$ cat config.mk
export PLATFORM = sky130hd
export DESIGN_NAME = sdio_sram_arb
export DESIGN_NICKNAME = d
export VERILOG_FILES = /design/src/rtl/sdio_sram_arb.sv
export SDC_FILE = /design/constraint.sdc
export NUM_CORES = 1
export LEC_CHECK = 0
export BUFFER_PORTS_ARGS = -buffer_cell sky130_fd_sc_hd__buf_2
export CORE_MARGIN = 2
export CORE_UTILIZATION = 25
export CTS_CLUSTER_SIZE = 8
export DETAILED_ROUTE_END_ITERATION = 6
export PLACE_DENSITY_LB_ADDON = 0.1
export SKIP_CTS_REPAIR_TIMING = 1
export SYNTH_ARGS = -nofsm -noshare
export SYNTH_HDL_FRONTEND = slang
export SYNTH_SLANG_ARGS = --single-unit
export TNS_END_PERCENT = 5
$ cat constraint.sdc
create_clock -name sram_clk -period 2.2 [get_ports sram_clk]
set_input_delay 0.66 -clock sram_clk [delete_from_list [all_inputs] [get_ports sram_clk]]
set_output_delay 0.66 -clock sram_clk [all_outputs]
set_load 0.05 [all_outputs]
$ cat src/rtl/sdio_sram_arb.sv
`default_nettype none
// ============================================================================
// Module   : sdio_sram_arb
// Brief    : Round-robin arbiter that gives one shared asynchronous SRAM to an
//            SDIO function-1 requester and a local CPU requester.
// Revision : 1.0
// ============================================================================
module sdio_sram_arb #(
  parameter int WAIT_CYCLES = 2
) (
  input  logic        sram_clk,
  input  logic        sram_resetn,
  input  logic [2:0]  cmd52_53_func_num,
  input  logic        io_en_func1,
  input  logic        sdio_req,
  input  logic        sdio_we,
  input  logic [16:0] sdio_addr,
  input  logic [7:0]  sdio_wdata,
  output logic        sdio_ack,
  output logic [7:0]  sdio_rdata,
  input  logic        cpu_req,
  input  logic        cpu_we,
  input  logic [16:0] cpu_addr,
  input  logic [7:0]  cpu_wdata,
  output logic        cpu_ack,
  output logic [7:0]  cpu_rdata,
  input  logic        sram_en,
  output logic        sram_csn,
  output logic        sram_wen,
  output logic        sram_oen,
  output logic [16:0] sram_addr,
  output logic [7:0]  sram_dout,
  input  logic [7:0]  sram_din
);

  if (WAIT_CYCLES < 1 || WAIT_CYCLES > 15) begin : g_bad_wait_cycles
    $error("sdio_sram_arb: WAIT_CYCLES must be in 1..15");
  end

  localparam logic [3:0] c_last_cnt = 4'(WAIT_CYCLES - 1);

  typedef enum logic [1:0] {
    S_IDLE   = 2'd0,
    S_SETUP  = 2'd1,
    S_ACCESS = 2'd2,
    S_HOLD   = 2'd3
  } state_t;

  state_t      r_state;
  logic [3:0]  r_cnt;
  logic        r_we;
  logic        r_owner_cpu;
  logic        r_last_cpu;

  logic        w_sdio_valid;
  logic        w_any_valid;
  logic        w_grant_cpu;

  assign w_sdio_valid = sdio_req && (cmd52_53_func_num == 3'b001) && io_en_func1;
  assign w_any_valid  = w_sdio_valid || cpu_req;
  // On a tie the requester that did not own the previous access wins.
  assign w_grant_cpu  = cpu_req && (!w_sdio_valid || !r_last_cpu);

  always_ff @(posedge sram_clk or negedge sram_resetn) begin
    if (!sram_resetn) begin
      r_state     <= S_IDLE;
      r_cnt       <= 4'd0;
      r_we        <= 1'b0;
      r_owner_cpu <= 1'b0;
      r_last_cpu  <= 1'b1;
      sram_csn    <= 1'b1;
      sram_wen    <= 1'b1;
      sram_oen    <= 1'b1;
      sram_addr   <= 17'd0;
      sram_dout   <= 8'd0;
      sdio_ack    <= 1'b0;
      cpu_ack     <= 1'b0;
      sdio_rdata  <= 8'd0;
      cpu_rdata   <= 8'd0;
    end else begin
      sdio_ack <= 1'b0;
      cpu_ack  <= 1'b0;
      case (r_state)
        S_IDLE: begin
          if (sram_en && w_any_valid) begin
            r_state     <= S_SETUP;
            r_owner_cpu <= w_grant_cpu;
            r_last_cpu  <= w_grant_cpu;
            r_we        <= w_grant_cpu ? cpu_we    : sdio_we;
            sram_addr   <= w_grant_cpu ? cpu_addr  : sdio_addr;
            sram_dout   <= w_grant_cpu ? cpu_wdata : sdio_wdata;
            sram_csn    <= 1'b0;
          end
        end
        S_SETUP: begin
          r_state <= S_ACCESS;
          r_cnt   <= 4'd0;
          if (r_we) sram_wen <= 1'b0;
          else      sram_oen <= 1'b0;
        end
        S_ACCESS: begin
          if (r_cnt == c_last_cnt) begin
            r_state  <= S_HOLD;
            r_cnt    <= 4'd0;
            sram_wen <= 1'b1;
            sram_oen <= 1'b1;
            // Read data is captured while OE is still asserted.
            if (!r_we) begin
              if (r_owner_cpu) cpu_rdata  <= sram_din;
              else             sdio_rdata <= sram_din;
            end
            if (r_owner_cpu) cpu_ack  <= 1'b1;
            else             sdio_ack <= 1'b1;
          end else begin
            r_cnt <= r_cnt + 4'd1;
          end
        end
        S_HOLD: begin
          r_state  <= S_IDLE;
          sram_csn <= 1'b1;
        end
        default: r_state <= S_IDLE;
      endcase
    end
  end

endmodule
`default_nettype wire

**Yosys cells after proc, flatten, opt, wreduce, memory -nomap -nowiden**

Index checks and enable logic that the tools add are counted.

- Register bits after elaboration: 55
- Word-level logic and storage cells: 65

- Bitwise operators: 2
- Add/sub/neg operators: 1
- Eq/ne operators: 9
- Muxes and demuxes: 21
- Reduce and logical (&&, ||, !) cells: 18

Operators with widths:

| cell | number |
|---|---|
| $mux W17 | 1 |
| $mux W1 | 11 |
| $mux W8 | 1 |
| $ne A2 B2 Y1 const B | 4 |
| $pmux W2 S4 | 1 |
| $pmux W4 S2 | 1 |
| $reduce_and A4 Y1 | 2 |
| $pmux W1 S2 | 3 |
| $reduce_and A2 Y1 | 3 |
| $reduce_and A3 Y1 | 2 |
| $add A4 B1 Y4 const B | 1 |
| $eq A2 B2 Y1 const B | 2 |
| $eq A4 B1 Y1 const B | 1 |
| $logic_and A1 B1 Y1 | 4 |
| $mux W2 | 2 |
| $mux W4 | 1 |
| $reduce_bool A2 Y1 | 2 |
| $eq A3 B1 Y1 const B | 1 |
| $eq A2 B1 Y1 const B | 1 |
| $logic_not A1 Y1 | 2 |
| $logic_not A2 Y1 | 1 |
| $logic_or A1 B1 Y1 | 2 |
| $not A1 Y1 | 2 |

**Logic depth before layout (Yosys ltp)**

- Depth in word-level cells: 7
- Depth in mapped cells: 7
- Mapped depth without buffers: 6

**Worst setup path before layout**

OpenSTA, ideal clock, no wires.

- Kind: input-to-reg
- From: input cmd52_53_func_num[1]
- To: register sram_addr[10]
- Cell stages on the path: 5
- Arrival: 2.050 ns
- Path buffers: 1
- Path slack: 0.023 ns
- Required time: 2.072 ns
- Setup time: 0.128 ns
- Cells stage by stage: nand3b_4 o31ai_4 buf_6 mux2_1 mux2_1

- Longest elaborated chain between the ends: 7
- Elaborated cells on any way between the ends: 10

RTL lines:

| element | line | source |
|---|---|---|
| start, declared | 13 | `input logic [2:0] cmd52_53_func_num,` |
| $eq A3 B1 Y1 (*) | 59 | `assign w_sdio_valid = sdio_req && (cmd52_53_func_num == 3'b001) && io_en_func1;` |
| $logic_and A1 B1 Y1 (*) (2 in series) | 59 |  |
| $logic_not A1 Y1 | 62 | `assign w_grant_cpu = cpu_req && (!w_sdio_valid \|\| !r_last_cpu);` |
| $logic_or A1 B1 Y1 | 62 |  |
| $logic_and A1 B1 Y1 | 62 |  |
| $mux W17 | 90 | `sram_addr <= w_grant_cpu ? cpu_addr : sdio_addr;` |
| end signal, assigned | 90 |  |
| end, declared | 31 | `output logic [16:0] sram_addr,` |

Every way passes the cells marked *; elsewhere a longest branch is shown, timed or not.
A chain may end at the register's enable or synchronous reset.

**Worst setup path in the final report**

- From: input cmd52_53_func_num[1]
- To: register sram_addr[2]

The elaborated chain is that of the path after synthesis.

==> metrics <==
outcome=completed; pin count of the biggest net entering global routing=33; Comb power frac=53.1%; Pleak=1.75 nW; Cell variety after synth=28; initial antenna violation count=0; Net Sw Power=2.60 mW; Syn Std Cell Area=2630 sq um; row count=37; total power=5.39 mW; floorplan core area=10300 sq um; FMAX=0.537 GHz; multiplexer area fraction after synthesis=31.5%; chip width=106 um; Reg power frac=32.2%; peak supply drop=0.000612 V; Initial Util=25.5%; area share of the largest cell type after synthesis=48.6%; Final Setup Violations=0; adder-cell share of the synthesized area=3.34%; Max Slew Vio Count=0; Max-Cap Viols=0; share of cells above drive strength 1=57.2%; Synth Area in XOR/XNOR=0%; first-pass GRT wire length=9380 um; final wirelength=5890 um; Initial DRT Pass Iterations=6; Clock Power Share=14.7%; post-DR vias/cell=4.16; Syn Inst Count=187; clock tree buffer depth=2; Worst Path Max Fanout=28; number of global-route vias before repair=1964; Detailed Place HPWL=4530 um; Fin. Hold Viols=0; Max stage delay on crit path=0.34 ns; Slowest cell on crit path=mux2_1; GRT Util Overall=10.5%; Buf/Inv on CP=2; TritonCTS buffer count=5; post-synthesis sequential element count=55; Die Y-Extent=106 um; Post-Layout Cell Count=447; P&R area growth vs syn=35.6%; RSZ-0062 raised after global routing=false; Fillers=1069; Placer Congestion=0.708; via count=1860; clock tree sinks=55; Setup TNS Final=0 ns; Rel. slew slack=72.4%; Synth Area in Simple Gates=5.62%; Post-Syn Nets=263; worst hold path type=input pin to async pin; Slew @ Worst Pin=0.414 ns; Power Internal=2.79 mW; fin crit share=84.7%; Inst Count DP=439; CTS root buf=clkbuf_8; Die ar.=11300 sq um; worst-skew pair later-pin latency=0.30 ns; Worst setup SP type=input pin; dominant cell type by area after synthesis=dfrtp_1; DRC viols=0; switching share of power=48.3%; Compound-Gate Fraction of Synth Area=3.96%; final worst path period need=1.86 ns; Crit path max-delay family=multiplexers; combinational family with the most area after synthesis=multiplexers; sequential cell area fraction in the yosys report=52.6%; Critical Path RT=2.39 ns; ant diodes=0; Clock transition at path regs=0.10 ns; Top-Level Pins=115; 1st-iter DRT viols=54; final-stage net count=386; top post-synthesis cells by area=dfrtp_1 (49%), mux2_2 (17%), mux2_1 (12%); YS warnings=0; grt total ovfl=0; number of port buffers=114; critical path arrival=2.06 ns; synthesized area per cell=14.0 sq um; DR WL/cell=13.2 um; Final Skew=0.00525 ns; kind of critical path=input pin to register; power density cells=1520 nW/um^2; TritonCTS clock tree=done; critical-path cell list=buf_2 > nand3b_4 > o31ai_4 > buf_12 > mux2_1 > mux2_1; Critical Path Sink Type=register; CP dominant cell by count=mux2_1; Max H-tree Level=2; Routed Antenna Nets=0
## flip-flops by register name, summed over array words and instances (netlist names)
signal       flops
r_last_cpu       1
sram_addr       17
sram_oen         1
sram_wen         1
cpu_rdata        8
r_cnt            4
sdio_rdata       8
cpu_ack          1
r_we             1
r_owner_cpu      1
r_state          2
sram_csn         1
sram_dout        8
sdio_ack         1
## stage by stage
stage / worst slack [ns] / hold WS, ns / area (sq um) / util [%]
finish: 0.336 / 0.272 / 3560 / 34.6
global route: 0.283 / 0.284 / 3560 / 34.6
CTS: 0.331 / 0.275 / 3560 / 34.6
detailed placement: -0.0134 / 0.459 / 3420 / 33.3
global placement: 0.0273 / 0.459 / 3420 / 33.3
floorplan: 0.0227 / 0.364 / 2630 / -
## placed cells by master (no fill, tap or decap)
cell / instances
nor3b_1: 2
buf_2: 114
clkbuf_8: 5
o22ai_1: 1
nand2_1: 8
ha_1: 7
dfstp_2: 4
nor3_4: 1
inv_1: 8
o211a_1: 1
mux2_1: 29
a22oi_1: 1
bufinv_16: 2
o31ai_4: 1
a21oi_1: 4
mux2i_1: 6
and3_1: 1
o31ai_1: 2
nor2_1: 3
o311ai_0: 1
nand3_1: 1
buf_12: 3
dfrtp_1: 51
o21ai_0: 3
clkinvlp_4: 1
mux2_2: 39
buf_4: 6
nand2b_1: 4
nor3b_4: 1
nand3b_4: 1
## metal layers
layer | global-route usage, % | part of all wire (%) | vias up
met3 | 2.82 | 6.3 | 6
li1 | - | - | 902
met4 | 3.06 | 1.2 | 0
met2 | 18.0 | 50 | 52
met1 | 12.9 | 42 | 900
met5 | 0 | 0 | -
## cells in the mapped netlist, drive strengths merged
| master | instances |
|---|---|
| a22oi | 1 |
| ha | 7 |
| nand3b | 1 |
| nor2 | 3 |
| nand2 | 8 |
| nor3b | 3 |
| a21oi | 4 |
| o21ai | 3 |
| o31ai | 3 |
| mux2 | 68 |
| o211a | 1 |
| nand3 | 1 |
| nor3 | 1 |
| buf | 6 |
| dfstp | 4 |
| clkbuf | 1 |
| nand2b | 4 |
| inv | 8 |
| o311ai | 1 |
| and3 | 1 |
| dfrtp | 51 |
| o22ai | 1 |
| mux2i | 6 |
## final cells by class
type,count,area [sq um],share of cell area [%]
clock buffers,5,68.8,1.93
well taps,136,170,4.78
inverters,8,30.0,0.844
repair buffers,123,676,19.0
flip-flops and latches,55,1380,38.8
clock inverters,3,67.6,1.90
multi-input cells,117,1160,32.7
## path summary, 6_finish.rpt
path                                              from                  endpoint  slack (ns)  depth (start not counted)
worst min-delay path                       sram_resetn  sram_dout[0]$_DFFE_PN0P_        0.27                          1
min in group sram_clk           r_last_cpu$_DFFE_PN1P_    r_last_cpu$_DFFE_PN1P_        0.48                          2
worst min register to register  r_last_cpu$_DFFE_PN1P_    r_last_cpu$_DFFE_PN1P_        0.48                          2
max in group asynchronous                  sram_resetn      sram_oen$_DFFE_PN1P_        1.37                          2
worst max register to register  r_last_cpu$_DFFE_PN1P_  sram_addr[2]$_DFFE_PN0P_        0.37                          5
worst max-delay path              cmd52_53_func_num[1]  sram_addr[2]$_DFFE_PN0P_        0.34                          6
## power groups by stage
stage | combinational [mW] | sequential, mW | clock (mW)
6_report | 2.86 | 1.73 | 0.795
5_1_grt | 3.06 | 1.80 | 0.879
4_1_cts | 2.90 | 1.75 | 0.840
3_5_place_dp | 2.89 | 1.77 | 0
3_3_place_gp | 2.90 | 1.76 | 0
2_1_floorplan | 0.769 | 3.13 | 0
## cell families after synthesis
group | count (synthesis)
and+or+nand+nor | 22
muxes | 74
DFF | 55
AOI/OAI and AO/OA | 14
adders and majority gates | 7
buffers and inverters | 15
## worst register-to-register path, cell delays in order, from the launching register on
cell and delay [ns]:
dfstp_2 0.55, nand2_1 0.08, o31ai_4 0.21, buf_12 0.23, mux2_1 0.34, mux2_1 0.30
Power figures use the tool's default switching activity.
